===== src/rtl/pipe_hazard_unit_if.sv =====
`default_nettype none
// ============================================================================
// Module      : pipe_hazard_unit_if
// Description : Pipeline-state inputs and stall/bubble outputs of the hazard
//               unit. The hazard unit takes the slave view; the pipeline
//               (or a testbench) takes the master view.
// Revision    : 1.0 - initial release
// ============================================================================
interface pipe_hazard_if #(
    parameter int REG_W = 4,
    parameter int CNT_W = 16
);
    // Pipeline state observed by the hazard unit
    logic [3:0]       D_icode;
    logic [REG_W-1:0] d_rA;
    logic [REG_W-1:0] d_rB;
    logic [3:0]       E_icode;
    logic [REG_W-1:0] E_dstM;
    logic             e_cnd;
    logic [3:0]       M_icode;
    logic [2:0]       m_stat;
    logic [2:0]       W_stat;

    // Per-stage control and status
    logic             F_stall;
    logic             D_stall;
    logic             D_bubble;
    logic             E_bubble;
    logic             M_bubble;
    logic             W_stall;
    logic             halted;
    logic [2:0]       exc_code;
    logic [CNT_W-1:0] lu_events;
    logic [CNT_W-1:0] mp_events;

    modport slave (
        input  D_icode, d_rA, d_rB, E_icode, E_dstM, e_cnd, M_icode, m_stat, W_stat,
        output F_stall, D_stall, D_bubble, E_bubble, M_bubble, W_stall,
        output halted, exc_code, lu_events, mp_events
    );

    modport master (
        output D_icode, d_rA, d_rB, E_icode, E_dstM, e_cnd, M_icode, m_stat, W_stat,
        input  F_stall, D_stall, D_bubble, E_bubble, M_bubble, W_stall,
        input  halted, exc_code, lu_events, mp_events
    );
endinterface
`default_nettype wire


===== src/rtl/pipe_hazard_unit.sv =====
`default_nettype none
// ============================================================================
// Module      : pipe_hazard_unit
// Description : Y86-style pipeline control. Produces per-stage stall/bubble
//               from D/E/M/W state: multi-cycle load-use interlock, ret and
//               misprediction handling, exception halt, saturating event
//               counters.
// Revision    : 1.0 - initial release
// ============================================================================
module pipe_hazard_unit #(
    parameter int REG_W    = 4,
    parameter int RNONE    = 15,
    parameter int LOAD_LAT = 1,
    parameter int CNT_W    = 16
) (
    input  logic        clk,
    input  logic        rst_n,
    pipe_hazard_if.slave hz
);

    localparam int LU_W = $clog2(LOAD_LAT) + 1;

    localparam logic [REG_W-1:0] c_rnone     = REG_W'(RNONE);
    localparam logic [LU_W-1:0]  c_lu_reload = LU_W'(LOAD_LAT - 1);
    localparam logic [CNT_W-1:0] c_cnt_max   = {CNT_W{1'b1}};
    localparam logic [3:0]       c_i_mrmovq  = 4'd5;
    localparam logic [3:0]       c_i_popq    = 4'd11;
    localparam logic [3:0]       c_i_ret     = 4'd9;
    localparam logic [3:0]       c_i_jxx     = 4'd7;
    localparam logic [2:0]       c_stat_aok  = 3'd1;

    typedef enum logic [0:0] {
        ST_RUN  = 1'b0,
        ST_HALT = 1'b1
    } state_t;

    state_t           state_q,     state_d;
    logic [LU_W-1:0]  lu_cnt_q,    lu_cnt_d;
    logic             halted_q,    halted_d;
    logic [2:0]       exc_code_q,  exc_code_d;
    logic [CNT_W-1:0] lu_events_q, lu_events_d;
    logic [CNT_W-1:0] mp_events_q, mp_events_d;

    logic w_load_use;
    logic w_ret_in;
    logic w_mispred;
    logic w_exc_m;
    logic w_exc_w;
    logic w_lu_hold;
    logic w_lu_first;

    logic w_f_stall;
    logic w_d_stall;
    logic w_d_bubble;
    logic w_e_bubble;
    logic w_m_bubble;
    logic w_w_stall;

    // A load whose destination is RNONE never creates a dependency.
    assign w_load_use = ((hz.E_icode == c_i_mrmovq) || (hz.E_icode == c_i_popq)) &&
                        (hz.E_dstM != c_rnone) &&
                        ((hz.E_dstM == hz.d_rA) || (hz.E_dstM == hz.d_rB));
    assign w_ret_in   = (hz.D_icode == c_i_ret) || (hz.E_icode == c_i_ret) ||
                        (hz.M_icode == c_i_ret);
    assign w_mispred  = (hz.E_icode == c_i_jxx) && !hz.e_cnd;
    assign w_exc_m    = (hz.m_stat != c_stat_aok);
    assign w_exc_w    = (hz.W_stat != c_stat_aok);
    // lu_cnt holds the extra stall cycles still owed after the first one.
    assign w_lu_hold  = w_load_use || (lu_cnt_q != '0);
    // A fresh hazard is one seen while no interlock is already running.
    assign w_lu_first = w_load_use && (lu_cnt_q == '0);

    // Next-state: halt FSM, load-use down-counter and saturating counters.
    always_comb begin
        state_d     = state_q;
        lu_cnt_d    = lu_cnt_q;
        halted_d    = halted_q;
        exc_code_d  = exc_code_q;
        lu_events_d = lu_events_q;
        mp_events_d = mp_events_q;
        case (state_q)
            ST_RUN: begin
                if (w_lu_first && (LOAD_LAT > 1)) begin
                    lu_cnt_d = c_lu_reload;
                end else if (lu_cnt_q != '0) begin
                    lu_cnt_d = lu_cnt_q - LU_W'(1);
                end
                if (w_lu_first && (lu_events_q != c_cnt_max)) begin
                    lu_events_d = lu_events_q + CNT_W'(1);
                end
                if (w_mispred && (mp_events_q != c_cnt_max)) begin
                    mp_events_d = mp_events_q + CNT_W'(1);
                end
                if (w_exc_w) begin
                    state_d    = ST_HALT;
                    halted_d   = 1'b1;
                    exc_code_d = hz.W_stat;
                end
            end
            ST_HALT: begin
                lu_cnt_d = '0;
            end
            default: begin
                state_d  = ST_RUN;
                lu_cnt_d = '0;
            end
        endcase
    end

    // Control outputs: forced quiet in reset, freeze-everything in HALT.
    always_comb begin
        w_f_stall  = 1'b0;
        w_d_stall  = 1'b0;
        w_d_bubble = 1'b0;
        w_e_bubble = 1'b0;
        w_m_bubble = 1'b0;
        w_w_stall  = 1'b0;
        if (!rst_n) begin
            w_f_stall = 1'b0;
        end else if (state_q == ST_HALT) begin
            w_f_stall  = 1'b1;
            w_d_bubble = 1'b1;
            w_e_bubble = 1'b1;
            w_m_bubble = 1'b1;
            w_w_stall  = 1'b1;
        end else begin
            w_f_stall  = w_lu_hold || w_ret_in;
            // A mispredict squashes D, so it overrides the load-use stall.
            w_d_stall  = w_lu_hold && !w_mispred;
            w_d_bubble = w_mispred || (w_ret_in && !w_lu_hold);
            w_e_bubble = w_mispred || w_lu_hold;
            w_m_bubble = w_exc_m || w_exc_w;
            w_w_stall  = w_exc_w;
        end
    end

    // State registers; reset abandons any interlock in progress.
    always_ff @(posedge clk or negedge rst_n) begin
        if (!rst_n) begin
            state_q     <= ST_RUN;
            lu_cnt_q    <= '0;
            halted_q    <= 1'b0;
            exc_code_q  <= 3'd0;
            lu_events_q <= '0;
            mp_events_q <= '0;
        end else begin
            state_q     <= state_d;
            lu_cnt_q    <= lu_cnt_d;
            halted_q    <= halted_d;
            exc_code_q  <= exc_code_d;
            lu_events_q <= lu_events_d;
            mp_events_q <= mp_events_d;
        end
    end

    assign hz.F_stall   = w_f_stall;
    assign hz.D_stall   = w_d_stall;
    assign hz.D_bubble  = w_d_bubble;
    assign hz.E_bubble  = w_e_bubble;
    assign hz.M_bubble  = w_m_bubble;
    assign hz.W_stall   = w_w_stall;
    assign hz.halted    = halted_q;
    assign hz.exc_code  = exc_code_q;
    assign hz.lu_events = lu_events_q;
    assign hz.mp_events = mp_events_q;

endmodule
`default_nettype wire


===== src/flat_wrapper.sv =====
// flat-port wrapper written by rule: the top's interface ports become plain ports
module pipe_hazard_unit_flat 
#(
    parameter int REG_W    = 4,
    parameter int RNONE    = 15,
    parameter int LOAD_LAT = 1,
    parameter int CNT_W    = 16
)
  (clk, rst_n, hz_D_icode, hz_d_rA, hz_d_rB, hz_E_icode, hz_E_dstM, hz_e_cnd, hz_M_icode, hz_m_stat, hz_W_stat, hz_F_stall, hz_D_stall, hz_D_bubble, hz_E_bubble, hz_M_bubble, hz_W_stall, hz_halted, hz_exc_code, hz_lu_events, hz_mp_events);
  pipe_hazard_if #(.REG_W(REG_W), .CNT_W(CNT_W)) hz_i ();
  input  logic clk;
  input  logic rst_n;
  input wire logic [$bits(hz_i.D_icode)-1:0] hz_D_icode;
  input wire logic [$bits(hz_i.d_rA)-1:0] hz_d_rA;
  input wire logic [$bits(hz_i.d_rB)-1:0] hz_d_rB;
  input wire logic [$bits(hz_i.E_icode)-1:0] hz_E_icode;
  input wire logic [$bits(hz_i.E_dstM)-1:0] hz_E_dstM;
  input wire logic [$bits(hz_i.e_cnd)-1:0] hz_e_cnd;
  input wire logic [$bits(hz_i.M_icode)-1:0] hz_M_icode;
  input wire logic [$bits(hz_i.m_stat)-1:0] hz_m_stat;
  input wire logic [$bits(hz_i.W_stat)-1:0] hz_W_stat;
  output wire logic [$bits(hz_i.F_stall)-1:0] hz_F_stall;
  output wire logic [$bits(hz_i.D_stall)-1:0] hz_D_stall;
  output wire logic [$bits(hz_i.D_bubble)-1:0] hz_D_bubble;
  output wire logic [$bits(hz_i.E_bubble)-1:0] hz_E_bubble;
  output wire logic [$bits(hz_i.M_bubble)-1:0] hz_M_bubble;
  output wire logic [$bits(hz_i.W_stall)-1:0] hz_W_stall;
  output wire logic [$bits(hz_i.halted)-1:0] hz_halted;
  output wire logic [$bits(hz_i.exc_code)-1:0] hz_exc_code;
  output wire logic [$bits(hz_i.lu_events)-1:0] hz_lu_events;
  output wire logic [$bits(hz_i.mp_events)-1:0] hz_mp_events;
  assign hz_i.D_icode = hz_D_icode;
  assign hz_i.d_rA = hz_d_rA;
  assign hz_i.d_rB = hz_d_rB;
  assign hz_i.E_icode = hz_E_icode;
  assign hz_i.E_dstM = hz_E_dstM;
  assign hz_i.e_cnd = hz_e_cnd;
  assign hz_i.M_icode = hz_M_icode;
  assign hz_i.m_stat = hz_m_stat;
  assign hz_i.W_stat = hz_W_stat;
  assign hz_F_stall = hz_i.F_stall;
  assign hz_D_stall = hz_i.D_stall;
  assign hz_D_bubble = hz_i.D_bubble;
  assign hz_E_bubble = hz_i.E_bubble;
  assign hz_M_bubble = hz_i.M_bubble;
  assign hz_W_stall = hz_i.W_stall;
  assign hz_halted = hz_i.halted;
  assign hz_exc_code = hz_i.exc_code;
  assign hz_lu_events = hz_i.lu_events;
  assign hz_mp_events = hz_i.mp_events;
  pipe_hazard_unit #(.REG_W(REG_W), .RNONE(RNONE), .LOAD_LAT(LOAD_LAT), .CNT_W(CNT_W)) u_core (.clk(clk), .rst_n(rst_n), .hz(hz_i));
endmodule

===== config.mk =====
export PLATFORM = sky130hd
export DESIGN_NAME = pipe_hazard_unit_flat
export DESIGN_NICKNAME = d
export VERILOG_FILES = /design/src/rtl/pipe_hazard_unit_if.sv /design/src/rtl/pipe_hazard_unit.sv /design/src/flat_wrapper.sv
export SDC_FILE = /design/constraint.sdc
export NUM_CORES = 1
export LEC_CHECK = 0
export CORE_MARGIN = 10
export CORE_UTILIZATION = 48
export DETAILED_ROUTE_END_ITERATION = 10
export HOLD_SLACK_MARGIN = 0.03
export PLACE_DENSITY = 0.86
export SYNTH_ARGS = -nofsm -noshare
export SYNTH_HDL_FRONTEND = slang
export SYNTH_SLANG_ARGS = --single-unit
export TNS_END_PERCENT = 5

===== constraint.sdc =====
create_clock -name clk -period 3.14 [get_ports clk]
set_input_delay 0.314 -clock clk [delete_from_list [all_inputs] [get_ports clk]]
set_output_delay 0.314 -clock clk [all_outputs]
set_load 0.005 [all_outputs]

==> impl_metrics.env, run 1 <==
export IMPL_final_hold_viol_count=0
export IMPL_end_kind="output port"
export IMPL_synthSimpleGateAreaFrac_pct=26.7
export IMPL_p_per_area_mw_per_mm2=340
export IMPL_synthMuxAreaShare_pct=1.67
export IMPL_dr_pass1_iters=4
export IMPL_clock_sinks=37
export IMPL_hp_class="in -> async"
export IMPL_grt_pass1_vias=1876
export IMPL_p_sw_share_pct=20.1
export IMPL_grt_usage_pct=15.1
export IMPL_synth_top_family_by_area="simple AND/OR/NAND/NOR gates"
export IMPL_die_h_um=84.9
export IMPL_hold_ws_ps=446
export IMPL_required_ps=2830
export IMPL_ys_ff_latch=37
export IMPL_rsz0062_at_grt="no"
export IMPL_routed_wl_um=5420
export IMPL_crit_arrival_ps=2350
export IMPL_fillCellCount=307
export IMPL_vias=1850
export IMPL_netlist_area_mm2=0.00202
export IMPL_tightest_slew_ps=602
export IMPL_finalCritPeriodShare_pct=85.0
export IMPL_p_leak_nw=1.21
export IMPL_port_buffers=74
export IMPL_combinationalPowerShare_pct=10.0
export IMPL_peakVddDrop_uv=380
export IMPL_synth_avg_cell_area_um2=9.97
export IMPL_area_growth_pct=45.9
export IMPL_syn_nets=238
export IMPL_internal_power_uw=803
export IMPL_final_setup_tns_ps=0
export IMPL_post_route_drc_count=0
export IMPL_p_switching_uw=203
export IMPL_vias_per_cell=5.52
export IMPL_postCtsResizedCells=0
export IMPL_slew_violations=0
export IMPL_place_congestion=0.801
export IMPL_synth_common_cells="dfrtp_1, xnor2_1, nor2_1, nand3_1, nand2_1"
export IMPL_diodes=0
export IMPL_status="finished clean"
export IMPL_h_tree_depth=2
export IMPL_start_util_pct=50.2
export IMPL_setup_slack_ps=471
export IMPL_die_area_mm2=0.00721
export IMPL_synthAdderAreaFrac_pct=1.24
export IMPL_grt_max_degree=35
export IMPL_yosysUniqueCellTypes=38
export IMPL_drtIter0Drc=100
export IMPL_synth_compound_area_share_pct=8.03
export IMPL_crit_fanout=5
export IMPL_setup_viol=0
export IMPL_pin_count=75
export IMPL_yosys_warnings=0
export IMPL_grt_first_pass_wirelength_um=9160
export IMPL_power_mw=1.01
export IMPL_postSynth_asyncResetShare_pct=100
export IMPL_cts_root_buf="clkbuf_8"
export IMPL_power_frac_seq_pct=48.3
export IMPL_cts_tree="built"
export IMPL_critical_path_class="in -> out"
export IMPL_drv_cap=0
export IMPL_synth_xor_area_share_pct=14.3
export IMPL_wl_per_cell_um=16.2
export IMPL_place_ws_ps=467
export IMPL_clock_skew_ps=3.27
export IMPL_core_mm2=0.00403
export IMPL_maxSlewHeadroom_pct=59.5
export IMPL_core_rowCount=23
export IMPL_synth_edff_count=0
export IMPL_synth_top_area_share_pct=45.7
export IMPL_yosys_area_top_type="dfrtp_1"
export IMPL_nNetsFinal=319
export IMPL_clk_latency_ps=280
export IMPL_cts_max_path_buffers=2
export IMPL_cts_buffers=5
export IMPL_grt_overflow_total=0
export IMPL_antenna_found_initial=0
export IMPL_drive_gt1_share_pct=7.37
export IMPL_ys_top_cells_by_area="dfrtp_1, xnor2_1, nand3_1, xor2_1, nand4_1"
export IMPL_synth_most_common_cell="dfrtp_1"
export IMPL_synthCells=203
export IMPL_power_share_clock_pct=41.7
export IMPL_antenna_left=0
export IMPL_die_w_um=84.9
export IMPL_critPathLaunchType="primary input"
export IMPL_fin_crit_ps=2670
export IMPL_ys_flop_type="dfrtp_1"
export IMPL_path_clk_slew_ps=70
export IMPL_detailed_place_hpwl_um=4160
export IMPL_yosysSeqAreaShare_pct=45.7
export IMPL_max_freq_mhz=375
cell families after synthesis:
kind of cell | Yosys count
XOR/XNOR | 33
flip-flops | 37
AO/OA/AOI/OAI | 21
adder cells (fa/ha/maj) | 2
AND/OR/NAND/NOR | 95
buffers and inverters | 12
multiplexers | 3
sequential cells by signal (all words and copies together) (netlist names):
register and cells:
u_core.state_q 1, u_core.hz.halted 1, u_core.hz.lu_events 16, u_core.hz.exc_code 3, u_core.hz.mp_events 16
layout make-up:
type                            instances  area, um^2  share of cell area [%]
Clock buffer                            7        86.3                    2.92
Clock inverter                          1        30.0                    1.02
Inverter                                8        30.0                    1.02
Multi-Input combinational cell        154        1050                    35.6
Sequential cell                        37         926                    31.3
Tap cell                               50        62.6                    2.12
Timing Repair Buffer                   78         768                    26.0
power groups by stage:
stage	clock network [mW]	registers, mW	logic, mW
after floorplan	0	0.494	0.0235
after global placement	0	0.494	0.0984
after detailed placement	0	0.494	0.101
after CTS	0.428	0.485	0.102
after global routing	0.455	0.486	0.111
final	0.419	0.485	0.101
path summary, 6_finish.rpt:
check                                          endpoint                     from  slack, ps  depth (start not counted)
worst max-delay path                        hz_E_bubble             hz_E_dstM[1]        470                          7
worst min-delay path              u_core.hz.exc_code[2]                    rst_n        450                          2
worst max register to register   u_core.hz.lu_events[1]   u_core.hz.lu_events[0]       1220                          6
worst min register to register  u_core.hz.lu_events[13]  u_core.hz.lu_events[13]        500                          1
max in group asynchronous        u_core.hz.lu_events[8]                    rst_n       2050                          3
min in group clk                u_core.hz.lu_events[13]  u_core.hz.lu_events[13]        500                          1
repair_timing:
action	in CTS	in global routing
setup buffers	0	0
hold buffers	1	0
endpoints found under the hold margin	3	0
critical path, cell delays in order:
cell and delay, ps:
clkdlybuf4s50_1 470, xor2_1 190, nor4_1 300, o2111a_1 350
nor3_1 90, nor2_1 110, clkdlybuf4s50_1 520
metal layers:
metal	up-vias	GRT usage, %	wire length [um]
met5	-	0	0
met4	0	3.59	38
met3	4	7.46	510
met2	66	24.7	2680
met1	887	17.3	2190
li1	893	-	-
layout by cell type (no fill, tap or decap), types with 4 or more instances in the layout:
master / instances
clkbuf_8: 6
inv_1: 8
and3_1: 5
nor2_1: 19
dfrtp_1: 37
nor4_1: 4
clkdlybuf4s50_1: 73
nor3_1: 7
nand2_1: 14
xnor2_1: 24
nand3_1: 17
nand4_1: 12
xor2_1: 9
a21oi_1: 5
metrics by stage:
stage	cell area [um^2]	cells	util (%)
final	2950	335	73.3
after global routing	2950	335	73.3
after CTS	2950	335	73.3
after detailed placement	2830	326	70.2
after global placement	2830	326	70.2
after floorplan	2020	203	-
Note: power is estimated with default switching activity, not from simulation.
==> run 2, diff against run 1 <==
CORE_UTILIZATION = 44   (was 48)
PLACE_DENSITY = 0.8   (was 0.86)
clock period = 2.7 ns   (was 3.14 ns; I/O delays follow)
==> run 2 against run 1 <==
  * Non-clock buffer count is 1 lower
  * Clock skew rose by 5.2 ps
  * Combinational power grew 15%
  * Critical path depth stayed put
  * Global-route usage fell by 1.6 points
  * Clock-buffer cell count fell by 2
  * Flip-flop and latch count unchanged
  * First-iteration DRC count fell by 28%
  * Clock power rose by 14%
  * Hold slack worse by 390 ps
  * Die area increased by 6.9%
  * Sequential power is 16% higher
==> impl_metrics.env, run 2 (synthesis gave the netlist of run 1 again) <==
export IMPL_cpPeakStageDelay_ps=510
export IMPL_r2r_start="u_core.hz.lu_events[0]"
export IMPL_finalCritPeriodShare_pct=92.5
export IMPL_post_route_drc_count=0
export IMPL_r2r_end="u_core.hz.lu_events[1]"
export IMPL_maxSlewHeadroom_pct=61.5
export IMPL_cts_buffers=5
export IMPL_critPathTopFamily="buffers and inverters"
export IMPL_die_h_um=87.8
export IMPL_p_per_area_mw_per_mm2=393
export IMPL_fin_crit_ps=2500
export IMPL_crit_arrival_ps=2230
export IMPL_r2r_cells=6
export IMPL_port_buffers=74
export IMPL_postCtsResizedCells=0
export IMPL_clock_sinks=37
export IMPL_reg2reg_slack_ps=810
export IMPL_setup_viol=0
export IMPL_drv_cap=0
export IMPL_pin_count=75
export IMPL_final_hold_viol_count=0
export IMPL_clk_latency_ps=290
export IMPL_h_tree_depth=2
export IMPL_peakVddDrop_uv=370
export IMPL_cts_setup_buffers=0
export IMPL_dr_pass1_iters=4
export IMPL_critPathBufInv=2
export IMPL_start_util_pct=45.9
export IMPL_cts_tree="built"
export IMPL_detailed_place_hpwl_um=3990
export IMPL_final_cell_mix="clkdlybuf4s50_1, dfrtp_1, xnor2_1"
export IMPL_max_freq_mhz=400
export IMPL_crit_path_cell_trace="clkdlybuf4s50_1 > xor2_1 > nor4_1 > o2111a_1 > nor3_1 > nor2_1 > clkdlybuf4s50_1"
export IMPL_final_setup_tns_ps=0
export IMPL_slew_violations=0
export IMPL_vias=1740
export IMPL_multi_input_area_mm2=0.00105
export IMPL_tightest_slew_ps=573
export IMPL_grt_first_pass_wirelength_um=8260
export IMPL_nNetsFinal=318
export IMPL_area_growth_pct=45.5
export IMPL_fillCellCount=355
export IMPL_p_leak_nw=1.20
export IMPL_cts_max_path_buffers=2
export IMPL_status="finished clean"
export IMPL_hold_ws_ps=56.9
export IMPL_end_kind="output port"
export IMPL_final_common_cell="clkdlybuf4s50_1"
export IMPL_required_ps=2430
export IMPL_core_rowCount=24
export IMPL_place_congestion=0.758
export IMPL_grt_usage_pct=13.5
export IMPL_die_w_um=87.8
export IMPL_grt_max_degree=38
export IMPL_cts_root_buf="clkbuf_8"
export IMPL_wl_per_cell_um=14.9
export IMPL_die_area_mm2=0.00771
export IMPL_regArea_um2=926
export IMPL_hp_class="in -> async"
export IMPL_clock_skew_ps=8.44
export IMPL_critPathLaunchType="primary input"
export IMPL_routed_wl_um=5020
export IMPL_antenna_left=0
export IMPL_path_clk_slew_ps=80
export IMPL_critical_path_class="in -> out"
export IMPL_vias_per_cell=5.18
export IMPL_rsz0062_at_grt="no"
export IMPL_grt_overflow_total=0
export IMPL_drtIter0Drc=72
export IMPL_drive_gt1_share_pct=7.75
export IMPL_hold_buffers=0
export IMPL_crit_fanout=5
export IMPL_cp_slowest_cell="clkdlybuf4s50_1"
export IMPL_grt_pass1_vias=1670
export IMPL_core_mm2=0.00441
export IMPL_antenna_found_initial=0
export IMPL_cp_common_cell="clkdlybuf4s50_1"
export IMPL_diodes=0
==> run 2: cell types whose count changed in the layout (fill, tap and decap cells not counted), sizes merged <==
cell,previous run,this run
dlygate4sd3,1,0
clkinvlp,0,1
clkinv,0,1
clkbuf,7,5
==> run 2: area by class of cell <==
class | count | area share, %
clock buffers | 5 | 2.34
clock inverters | 3 | 1.57
inverters | 8 | 1.02
multi-input cells | 154 | 35.7
flip-flops and latches | 37 | 31.4
well taps | 52 | 2.21
repair buffers | 77 | 25.7
==> run 2: where the power goes <==
part / switching [mW] / total (mW) / internal (mW)
clock network: 0.203 / 0.479 / 0.276
logic: 0.0437 / 0.116 / 0.0721
registers: 0.00422 / 0.564 / 0.560
total: 0.251 / 1.16 / 0.908
==> run 2: per-stage QoR <==
stage | power (mW) | util [%] | area, um^2 | cells | setup slack (ps)
CTS | 1.18 | 66.7 | 2950 | 336 | 186
detailed placement | 0.693 | 64.1 | 2830 | 328 | 177
finish | 1.16 | 66.7 | 2950 | 336 | 201
floorplan | 0.602 | - | 2020 | 203 | 889
global placement | 0.690 | 64.1 | 2830 | 328 | 219
global route | 1.21 | 66.7 | 2950 | 336 | 44.5
==> run 2: worst max path at each step <==
stage,to,slack [ps],start,cells past startpoint
5_1_grt,hz_F_stall,40,hz_E_dstM[1],7
6_report,hz_E_bubble,200,hz_E_dstM[1],7
2_1_floorplan,u_core.hz.mp_events[8],890,u_core.state_q,4
3_3_place_gp,hz_D_stall,220,hz_E_dstM[1],6
4_1_cts,hz_E_bubble,190,hz_E_dstM[1],7
3_5_place_dp,u_core.hz.lu_events[5],180,hz_E_dstM[1],7
==> run 2: routing by layer <==
metal	track usage [%]	wire length (um)	part of all wire, %
met5	0	0	0
met1	15.6	2060	41
met3	5.39	437	8.7
met2	22.1	2460	49
met4	4.78	65	1.3
